<file path="src/rtl/uart_pkg.sv">
// Shared UART definitions: FSM state encoding, frame constants and the
// baud divisor helper used by both the transmitter and the receiver.
package uart_pkg;

   localparam int UART_DATA_W    = 8;
   localparam int UART_STOP_BITS = 1;

   typedef enum logic [1:0] {
      IDLE  = 2'd0,
      START = 2'd1,
      DATA  = 2'd2,
      STOP  = 2'd3
   } uart_state_e;

   // Clock cycles per bit, rounded to the nearest integer.
   function automatic int calc_baud_div(input int clk_freq, input int baud);
      return (clk_freq + baud / 2) / baud;
   endfunction

endpackage

</file>
<file path="src/rtl/uart_with_fifo_tx_if.sv">
// Host-side bus of the buffered UART transmitter: byte push, FIFO status
// and the serial line with its frame status.
interface uart_with_fifo_tx_if #(
   parameter int FIFO_AW = 4
) ();

   logic                               wr_en;
   logic [uart_pkg::UART_DATA_W-1:0]   din;
   logic                               full;
   logic                               almost_full;
   logic [FIFO_AW:0]                   data_count;
   logic                               overflow;
   logic                               tx_serial_data;
   logic                               tx_busy;
   logic                               tx_done;

   modport master (
      output wr_en, din,
      input  full, almost_full, data_count, overflow,
      input  tx_serial_data, tx_busy, tx_done
   );

   modport slave (
      input  wr_en, din,
      output full, almost_full, data_count, overflow,
      output tx_serial_data, tx_busy, tx_done
   );

endinterface

</file>
<file path="src/rtl/uart_sync_fifo.sv">
// Synchronous byte FIFO with registered occupancy flags. Head data is read
// combinationally so the consumer can load it on the same edge as the pop.
module uart_sync_fifo
   import uart_pkg::*;
#(
   parameter int FIFO_AW = 4
) (
   input  logic                   clk_in,
   input  logic                   rst,
   input  logic                   push_i,
   input  logic                   pop_i,
   input  logic [UART_DATA_W-1:0] din_i,
   output logic [UART_DATA_W-1:0] dout_o,
   output logic                   full_o,
   output logic                   almost_full_o,
   output logic [FIFO_AW:0]       count_o,
   output logic                   overflow_o
);

   localparam int               DEPTH   = 2 ** FIFO_AW;
   localparam logic [FIFO_AW:0] DEPTH_C = (FIFO_AW + 1)'(DEPTH);
   localparam logic [FIFO_AW:0] CNT_ONE = (FIFO_AW + 1)'(1);
   localparam logic [FIFO_AW-1:0] PTR_ONE = FIFO_AW'(1);

   logic [UART_DATA_W-1:0] mem_q [DEPTH];
   logic [FIFO_AW-1:0]     wr_ptr_q, rd_ptr_q;
   logic [FIFO_AW:0]       count_q, count_d;
   logic                   full_q, afull_q, ovf_q;
   logic                   wr_ok, rd_ok;

   // Writes qualify against the registered full flag; a push while full is dropped.
   assign wr_ok = push_i & ~full_q;
   assign rd_ok = pop_i & (count_q != '0);

   // Occupancy next state; push and pop together leave it unchanged.
   always_comb begin
      count_d = count_q;
      case ({wr_ok, rd_ok})
         2'b10:   count_d = count_q + CNT_ONE;
         2'b01:   count_d = count_q - CNT_ONE;
         default: count_d = count_q;
      endcase
   end

   // Pointers, occupancy and status flags, all registered.
   always_ff @(posedge clk_in or negedge rst) begin
      if (!rst) begin
         wr_ptr_q <= '0;
         rd_ptr_q <= '0;
         count_q  <= '0;
         full_q   <= 1'b0;
         afull_q  <= 1'b0;
         ovf_q    <= 1'b0;
      end else begin
         if (wr_ok) wr_ptr_q <= wr_ptr_q + PTR_ONE;
         if (rd_ok) rd_ptr_q <= rd_ptr_q + PTR_ONE;
         count_q <= count_d;
         full_q  <= (count_d == DEPTH_C);
         afull_q <= (count_d >= DEPTH_C - CNT_ONE);
         ovf_q   <= push_i & full_q;
      end
   end

   // Storage array; contents need no reset since the pointers gate visibility.
   always_ff @(posedge clk_in) begin
      if (wr_ok) mem_q[wr_ptr_q] <= din_i;
   end

   assign dout_o        = mem_q[rd_ptr_q];
   assign full_o        = full_q;
   assign almost_full_o = afull_q;
   assign count_o       = count_q;
   assign overflow_o    = ovf_q;

endmodule

</file>
<file path="src/rtl/uart_with_fifo_tx.sv">
// Buffered 8N1 UART transmitter. Queued bytes are popped by the frame FSM
// and shifted out LSB first; frames chain without an idle gap while the
// FIFO has data. The baud counter restarts with every frame.
module uart_with_fifo_tx
   import uart_pkg::*;
#(
   parameter int CLK_FREQ = 50_000_000,
   parameter int BAUD     = 115200,
   parameter int FIFO_AW  = 4
) (
   input  logic             clk_in,
   input  logic             rst,
   uart_with_fifo_tx_if.slave bus
);

   localparam int            BAUD_DIV = calc_baud_div(CLK_FREQ, BAUD);
   localparam int            CW       = $clog2(BAUD_DIV);
   localparam logic [CW-1:0] CNT_LAST = CW'(BAUD_DIV - 1);
   localparam logic [CW-1:0] CNT_ONE  = CW'(1);
   localparam int            BW       = $clog2(UART_DATA_W);
   localparam logic [BW-1:0] BIT_LAST = BW'(UART_DATA_W - 1);
   localparam logic [BW-1:0] BIT_ONE  = BW'(1);

   uart_state_e            state_q, state_d;
   logic [CW-1:0]          cnt_q, cnt_d;
   logic [BW-1:0]          bit_q, bit_d;
   logic [UART_DATA_W-1:0] sh_q, sh_d;
   logic [UART_DATA_W-1:0] fifo_dout;
   logic                   pop, done, line;
   logic                   has_data, baud_last;

   uart_sync_fifo #(.FIFO_AW(FIFO_AW)) u_fifo (
      .clk_in        (clk_in),
      .rst           (rst),
      .push_i        (bus.wr_en),
      .pop_i         (pop),
      .din_i         (bus.din),
      .dout_o        (fifo_dout),
      .full_o        (bus.full),
      .almost_full_o (bus.almost_full),
      .count_o       (bus.data_count),
      .overflow_o    (bus.overflow)
   );

   assign has_data  = (bus.data_count != '0);
   assign baud_last = (cnt_q == CNT_LAST);

   // Frame state, baud phase, bit index and shifter.
   always_ff @(posedge clk_in or negedge rst) begin
      if (!rst) begin
         state_q <= IDLE;
         cnt_q   <= '0;
         bit_q   <= '0;
         sh_q    <= '0;
      end else begin
         state_q <= state_d;
         cnt_q   <= cnt_d;
         bit_q   <= bit_d;
         sh_q    <= sh_d;
      end
   end

   // Frame sequencing and line drive; STOP reloads directly into START when data waits.
   always_comb begin
      state_d = state_q;
      cnt_d   = cnt_q;
      bit_d   = bit_q;
      sh_d    = sh_q;
      pop     = 1'b0;
      done    = 1'b0;
      line    = 1'b1;
      case (state_q)
         IDLE: begin
            if (has_data) begin
               pop     = 1'b1;
               sh_d    = fifo_dout;
               cnt_d   = '0;
               state_d = START;
            end
         end
         START: begin
            line = 1'b0;
            if (baud_last) begin
               cnt_d   = '0;
               bit_d   = '0;
               state_d = DATA;
            end else begin
               cnt_d = cnt_q + CNT_ONE;
            end
         end
         DATA: begin
            line = sh_q[0];
            if (baud_last) begin
               cnt_d = '0;
               sh_d  = {1'b0, sh_q[UART_DATA_W-1:1]};
               if (bit_q == BIT_LAST) state_d = STOP;
               else                   bit_d   = bit_q + BIT_ONE;
            end else begin
               cnt_d = cnt_q + CNT_ONE;
            end
         end
         STOP: begin
            line = 1'b1;
            if (baud_last) begin
               done  = 1'b1;
               cnt_d = '0;
               if (has_data) begin
                  pop     = 1'b1;
                  sh_d    = fifo_dout;
                  state_d = START;
               end else begin
                  state_d = IDLE;
               end
            end else begin
               cnt_d = cnt_q + CNT_ONE;
            end
         end
         default: state_d = IDLE;
      endcase
   end

   assign bus.tx_serial_data = line;
   assign bus.tx_busy        = (state_q != IDLE);
   assign bus.tx_done        = done;

endmodule
</file>
<file path="src/flat_wrapper.sv">
// flat-port wrapper written by rule: the top's interface ports become plain ports
module uart_with_fifo_tx_flat import uart_pkg::*;
#(
   parameter int CLK_FREQ = 50_000_000,
   parameter int BAUD     = 115200,
   parameter int FIFO_AW  = 4
)
  (clk_in, rst, bus_wr_en, bus_din, bus_full, bus_almost_full, bus_data_count, bus_overflow, bus_tx_serial_data, bus_tx_busy, bus_tx_done);
  uart_with_fifo_tx_if #(.FIFO_AW(FIFO_AW)) bus_i ();
  input  logic clk_in;
  input  logic rst;
  input wire logic [$bits(bus_i.wr_en)-1:0] bus_wr_en;
  input wire logic [$bits(bus_i.din)-1:0] bus_din;
  output wire logic [$bits(bus_i.full)-1:0] bus_full;
  output wire logic [$bits(bus_i.almost_full)-1:0] bus_almost_full;
  output wire logic [$bits(bus_i.data_count)-1:0] bus_data_count;
  output wire logic [$bits(bus_i.overflow)-1:0] bus_overflow;
  output wire logic [$bits(bus_i.tx_serial_data)-1:0] bus_tx_serial_data;
  output wire logic [$bits(bus_i.tx_busy)-1:0] bus_tx_busy;
  output wire logic [$bits(bus_i.tx_done)-1:0] bus_tx_done;
  assign bus_i.wr_en = bus_wr_en;
  assign bus_i.din = bus_din;
  assign bus_full = bus_i.full;
  assign bus_almost_full = bus_i.almost_full;
  assign bus_data_count = bus_i.data_count;
  assign bus_overflow = bus_i.overflow;
  assign bus_tx_serial_data = bus_i.tx_serial_data;
  assign bus_tx_busy = bus_i.tx_busy;
  assign bus_tx_done = bus_i.tx_done;
  uart_with_fifo_tx #(.CLK_FREQ(CLK_FREQ), .BAUD(BAUD), .FIFO_AW(FIFO_AW)) u_core (.clk_in(clk_in), .rst(rst), .bus(bus_i));
endmodule
</file>
<file path="config.mk">
export PLATFORM = sky130hd
export DESIGN_NAME = uart_with_fifo_tx_flat
export DESIGN_NICKNAME = d
export VERILOG_FILES = /design/src/rtl/uart_pkg.sv /design/src/rtl/uart_with_fifo_tx_if.sv /design/src/rtl/uart_sync_fifo.sv /design/src/rtl/uart_with_fifo_tx.sv /design/src/flat_wrapper.sv
export SDC_FILE = /design/constraint.sdc
export NUM_CORES = 1
export LEC_CHECK = 0
export BUFFER_PORTS_ARGS = -buffer_cell sky130_fd_sc_hd__buf_2
export CORE_MARGIN = 2
export CORE_UTILIZATION = 23
export DETAILED_ROUTE_END_ITERATION = 16
export GPL_TIMING_DRIVEN = 0
export PLACE_DENSITY = 0.33
export SLEW_MARGIN = 10
export SYNTH_ARGS = -nofsm -noshare
export SYNTH_HDL_FRONTEND = slang
export SYNTH_SLANG_ARGS = --single-unit
</file>
<file path="constraint.sdc">
create_clock -name clk_in -period 9 [get_ports clk_in]
set_input_delay 0.45 -clock clk_in [delete_from_list [all_inputs] [get_ports clk_in]]
set_output_delay 0.45 -clock clk_in [all_outputs]
set_load 0.1 [all_outputs]
</file>
==> flow_summary.toml, run 1 <==
[status]
status = "finished clean"

[yosys]
synth.area.top_cells = "edfxtp_1 54%, dfrtp_1 13%, mux2i_1 4.5%"
synth_top_area_share_pct = 54.31
yosys_warnings = 0
avgSynthCellArea_um2 = 15.97
synth_fp_nets = 474
synth_commonest_cells = "128 x edfxtp_1, 38 x dfrtp_1, 32 x mux2i_1, 19 x and2_1, 19 x ha_1"
synth_most_common_cell = "edfxtp_1"
syn_area_um2 = 7077
synth_edf_count = 128
yosysSeqAreaShare_pct = 67.75
netlist_instances = 443
synth-seq-cells = 166
synthArstFlopShare_pct = 22.89
synth_top_area_cell = "edfxtp_1"
ys_types = 45
synth_flop_cell = "edfxtp_1"

[setup_path]
crit_path_end = "u_core.u_fifo.almost_full_o$_DFF_PN0_"
worstPathRequired_ns = 9.33
critPathMaxFanout = 6
r2r_slack_ns = 5.65
r2r-end = "u_core.u_fifo.almost_full_o$_DFF_PN0_"
start_kind = "flop"
reg2reg_from = "u_core.u_fifo.count_o[0]$_DFF_PN0_"
crit_path_start = "u_core.u_fifo.count_o[0]$_DFF_PN0_"
endpoint_kind = "flop"
r2r_cells = 10
worst-endpoint-arrival_ns = 3.67
path_class = "flop to flop"

[floorplanning]
ios = 22
std_cell_rows = 64
die-width_um = 179.4
die_area_um2 = 32190
core_area_um2 = 30430
die_h_um = 179.4
initial_core_util_pct = 23.26

[timing]
worstMarginPinSlew_ns = 0.9198
finalClockSkew_ns = 0.01257
setup_viol = 0
relSlewSlack_pct = 38.68
maxSlewViolCount = 0
hold_viol = 0
period_share_pct = 37.20
grt_setup_unrepaired = "no"
tns_ns = 0
setup_slack_ns = 5.652
max_freq_ghz = 0.2987
min_period_ns = 3.348

[pwr]
vdd_drop_max_uv = 123.9
leakagePower_uw = 0.002950
power_density_nw_per_um2 = 244.0
p_total_uw = 2018

[layout]
register_area_um2 = 4795
fillCellCount = 3113
final_nets = 514
drive_gt1_share_pct = 15.93
multi_input_area_um2 = 2136
area_growth_syn_to_layout_pct = 16.87

[grt]
grt-ovfl-total = 0
grt_use_total_pct = 11.00
grt_antenna_before_repair = 0
grt_pass1_wl_um = 25720
grt_max_degree = 39
grt_pass1_vias = 4003

[detailed_routing]
routed_wl_um = 17260
drcViolationCount = 0
ant_nets = 0
dr.pass1.iters = 4
drt_iter0_drc = 215
drt-wirelength-per-cell_um = 19.32
vias = 3803
vias_per_cell = 4.259

[placed_design]
dp_hpwl_um = 11570
dp_slack_ns = 5.634
port_buffers = 21
gp_congestion = 0.7200

[run]
max-cap-violations = 0

[clocking]
numCtsBuffers = 17
clk_pin_slew_worst_paths_ns = 0.07
ctsResizeCount = 0
postCtsSetupRepairBufs = 0
clockBufferDepth = 2
clock_sinks = 166
cts_tree = "yes"
cts_hold_buf = 0
cts_max_level = 4
cts_root_buffer = "clkbuf_16"
clk_latency_ns = 0.44

[hold_path]
hp-class = "input pin to asynchronous set/reset pin"
layout make-up:
type                            instances  share of cell area (%)
Buffer                                 16                   1.089
Sequential cell                       166                   57.97
Antenna cell                            1                 0.03026
Inverter                               15                  0.6808
Clock inverter                         15                   1.997
Multi-Input combinational cell        246                   25.82
Tap cell                              396                   5.991
Timing Repair Buffer                   21                   1.271
Clock buffer                           17                   5.144
kinds of logic after synthesis:
kind of cell / share of synthesized area, %
flip-flops: 67.75
AND/OR/NAND/NOR: 6.471
AO/OA/AOI/OAI: 6.948
multiplexers: 11.26
buffers and inverters: 2.069
adder cells (fa/ha/maj): 3.642
XOR/XNOR: 1.856
critical path: stages (launching register included):
cell and delay [ns]:
dfrtp_1 0.48, nor4_2 0.55, nand2_1 0.14, o211a_1 0.24, ha_1 0.31, fa_1 0.44, a21o_1 0.18, a21oi_1 0.20
mux2i_1 0.24, xnor2_1 0.20, a21bo_2 0.26
per-layer routing:
metal	share of wire (%)	vias to the layer above	global-route usage (%)
met5	0	-	0
met4	1.2	0	3.707
met3	2.8	13	2.026
met2	50	33	18.42
met1	46	1954	14.34
li1	-	1803	-
cells in the final DEF, fill, tap and decap left out, drive strengths merged, types with 13 or more instances in the layout:
master / count
ha: 19
inv: 20
a21oi: 18
and2: 19
mux4: 19
nor2: 13
a22oi: 17
clkbuf: 24
buf: 30
dfrtp: 38
mux2i: 32
nand2: 17
edfxtp: 128
registers in the layout (all words and copies together) (netlist names):
register / cells
u_core.state_q: 2
u_core.u_fifo.count_o: 5
u_core.u_fifo.full_o: 1
u_core.u_fifo.almost_full_o: 1
u_core.sh_q: 8
u_core.u_fifo.rd_ptr_q: 4
u_core.u_fifo.wr_ptr_q: 4
u_core.u_fifo.overflow_o: 1
u_core.u_fifo.mem_q: 128
u_core.cnt_q: 9
u_core.bit_q: 3
power breakdown:
part	internal, uW	switching, uW
clock	371	351
combinational	81.7	261
sequential	911	41.5
total	1360	654
how the worst min path moves through the flow:
| stage | startpoint | endpoint | slack, ns |
|---|---|---|---|
| CTS | rst | u_core.u_fifo.almost_full_o$_DFF_PN0_ | 0.18 |
| finish | rst | u_core.u_fifo.almost_full_o$_DFF_PN0_ | 0.15 |
| detailed placement | u_core.sh_q[7]$_DFFE_PN0P_ | u_core.sh_q[7]$_DFFE_PN0P_ | 0.48 |
| global route | rst | u_core.u_fifo.almost_full_o$_DFF_PN0_ | 0.22 |
| global placement | u_core.sh_q[7]$_DFFE_PN0P_ | u_core.sh_q[7]$_DFFE_PN0P_ | 0.47 |
| floorplan | rst | u_core.bit_q[0]$_DFFE_PN0P_ | 0.15 |
stage by stage:
stage / hold WS (ns) / area (um2) / std cells / utilization [%]
floorplan: 0.1544 / 7077 / 443 / -
global placement: 0.4720 / 7677 / 860 / 25.23
detailed placement: 0.4779 / 7677 / 860 / 25.23
CTS: 0.1763 / 8268 / 892 / 27.17
global route: 0.2198 / 8268 / 892 / 27.17
finish: 0.1521 / 8270 / 893 / 27.18
No activity file was read; power rests on OpenSTA's default activity.
==> run 2, diff against run 1 <==
PLACE_DENSITY = 0.34   (was 0.33)
clock period = 3 ns   (was 9 ns; I/O delays follow)
==> flow_summary.toml, run 2 (synthesized netlist as in run 1, its figures left out) <==
[status]
status = "finished clean"

[setup_path]
path_cells = "ha_2, and4b_1, and3_4, o211a_4, ha_4, fa_2, a21o_1, a21oi_2, mux2i_2, xnor2_2, a21bo_2"
r2r_slack_ns = 0.1
worst-endpoint-arrival_ns = 3.22
worstPathRequired_ns = 3.32
worst_path_largest_cell_delay_ns = 0.39
critPathMaxFanout = 4
crit_slowest_cell = "dfrtp_1"
path_delay_family = "compound AO/OA/AOI/OAI gates"
crit_buf_inv = 0
r2r-end = "u_core.u_fifo.almost_full_o$_DFF_PN0_"
r2r_cells = 11
reg2reg_from = "u_core.cnt_q[0]$_DFFE_PN0N_"
crit_path_start = "u_core.cnt_q[0]$_DFFE_PN0N_"
path_class = "flop to flop"
endpoint_kind = "flop"
start_kind = "flop"

[timing]
period_share_pct = 96.68
min_period_ns = 2.900
maxSlewViolCount = 0
grt_setup_unrepaired = "yes"
relSlewSlack_pct = 40.26
setup_viol = 0
hold_viol = 0
finalClockSkew_ns = 0.01442
worstMarginPinSlew_ns = 0.8961
max_freq_ghz = 0.3448
tns_ns = 0

[clocking]
clk_pin_slew_worst_paths_ns = 0.07
numCtsBuffers = 17
clockBufferDepth = 2
cts_tree = "yes"
cts_max_level = 4
clock_sinks = 166
clk_latency_ns = 0.44
cts_root_buffer = "clkbuf_16"

[grt]
grt_pass1_wl_um = 26370
grt_pass1_vias = 4079
grt_max_degree = 39
grt-ovfl-total = 0
grt_antenna_before_repair = 0
grt_use_total_pct = 11.19

[layout]
multi_input_area_um2 = 2195
fillCellCount = 3091
diodes = 0
reg_top3 = "u_core.u_fifo.mem_q (128), u_core.cnt_q (9), u_core.sh_q (8)"
largest_register_ffs = 128
area_growth_syn_to_layout_pct = 18.88
final_common_cell = "edfxtp_1"
drive_gt1_share_pct = 20.12
fin_util_pct = 27.65
register_area_um2 = 4801
largest-register = "u_core.u_fifo.mem_q"
final_nets = 525
layout_common_cells = "128 x edfxtp_1, 33 x dfrtp_1, 31 x mux2i_1"

[floorplanning]
core_area_um2 = 30430
die-width_um = 179.4
die_h_um = 179.4
ios = 22
die_area_um2 = 32190
std_cell_rows = 64
initial_core_util_pct = 23.26

[pwr]
power_density_nw_per_um2 = 727.8
vdd_drop_max_uv = 358.0
leakagePower_uw = 0.002983

[detailed_routing]
drt-wirelength-per-cell_um = 19.34
drt_iter0_drc = 209
drcViolationCount = 0
routed_wl_um = 17470
vias = 3912
ant_nets = 0
dr.pass1.iters = 4
vias_per_cell = 4.332

[hold_path]
min_to = "u_core.u_fifo.mem_q[6][7]$_DFFE_PP_"
worstHoldPathCells = 1
hp-class = "input pin to flop"
hold_path.startpoint = "bus_din[7]"

[placed_design]
gp_congestion = 0.7098
dp_hpwl_um = 11560
port_buffers = 21

[run]
max-cap-violations = 0
-- run 2: final cells by class --
type / instances / area share, %
Inverter: 15 / 0.6692
Sequential cell: 166 / 57.06
Buffer: 16 / 1.071
Tap cell: 396 / 5.889
Clock inverter: 15 / 1.874
Multi-Input combinational cell: 246 / 26.09
Clock buffer: 17 / 5.057
Timing Repair Buffer: 32 / 2.290
-- run 2: how the worst max path moves through the flow --
stage / end / cells past startpoint
after floorplan: u_core.u_fifo.almost_full_o$_DFF_PN0_ / 11
after global placement: u_core.u_fifo.almost_full_o$_DFF_PN0_ / 11
after detailed placement: u_core.u_fifo.almost_full_o$_DFF_PN0_ / 11
after CTS: u_core.u_fifo.almost_full_o$_DFF_PN0_ / 12
after global routing: u_core.u_fifo.almost_full_o$_DFF_PN0_ / 12
final: u_core.u_fifo.almost_full_o$_DFF_PN0_ / 11
-- run 2: report_power, final --
part	internal, uW	total (uW)	leakage (uW)	switching [uW]
clock	1110	2150	0.000282	1040
combinational	295	1110	0.00108	813
sequential	2740	2870	0.00162	125
-- run 2: worst reg2reg max path, delay by kind of cell, from the launching register on --
| kind | cells | cell delay [ns] |
|---|---|---|
| AOI/OAI and AO/OA | 4 | 0.86 |
| xor gates and xnor gates | 1 | 0.17 |
| adders and majority gates | 3 | 0.74 |
| DFF | 1 | 0.39 |
| muxes | 1 | 0.26 |
| and+or+nand+nor | 2 | 0.38 |
-- run 2: stage by stage --
step                worst slack (ns)  cells  hold slack [ns]  area, um2  total power, uW
finish                       0.09966    903           0.1161       8413             6123
global placement             -0.1599    860           0.3268       7707             3982
detailed placement           -0.1556    860           0.3467       7707             3988
floorplan                   0.005530    443          -0.1456       7107             3653
CTS                          0.02624    898           0.1014       8368             6194
global route                -0.03329    903           0.1159       8413             6404
-- run 2: timing repair --
item / 4_1_cts / 5_1_grt
hold buffers: 2 / 0
hold endpoints to repair: 39 / 0
endpoints found under the setup margin: 3 / 2
gates cloned: 0 / 0
setup buffers: 4 / 5
gates resized for setup: 5 / 2
pin swaps: 2 / 5
-- run 2: per-layer routing --
layer | up-vias | share of wire (%) | global-route usage [%] | routed length, um
met1 | 2044 | 47 | 14.60 | 8264
li1 | 1822 | - | - | -
met4 | 0 | 1.6 | 3.577 | 274
met2 | 30 | 49 | 18.73 | 8578
met5 | - | 0 | 0 | 0
met3 | 16 | 2.0 | 2.188 | 351
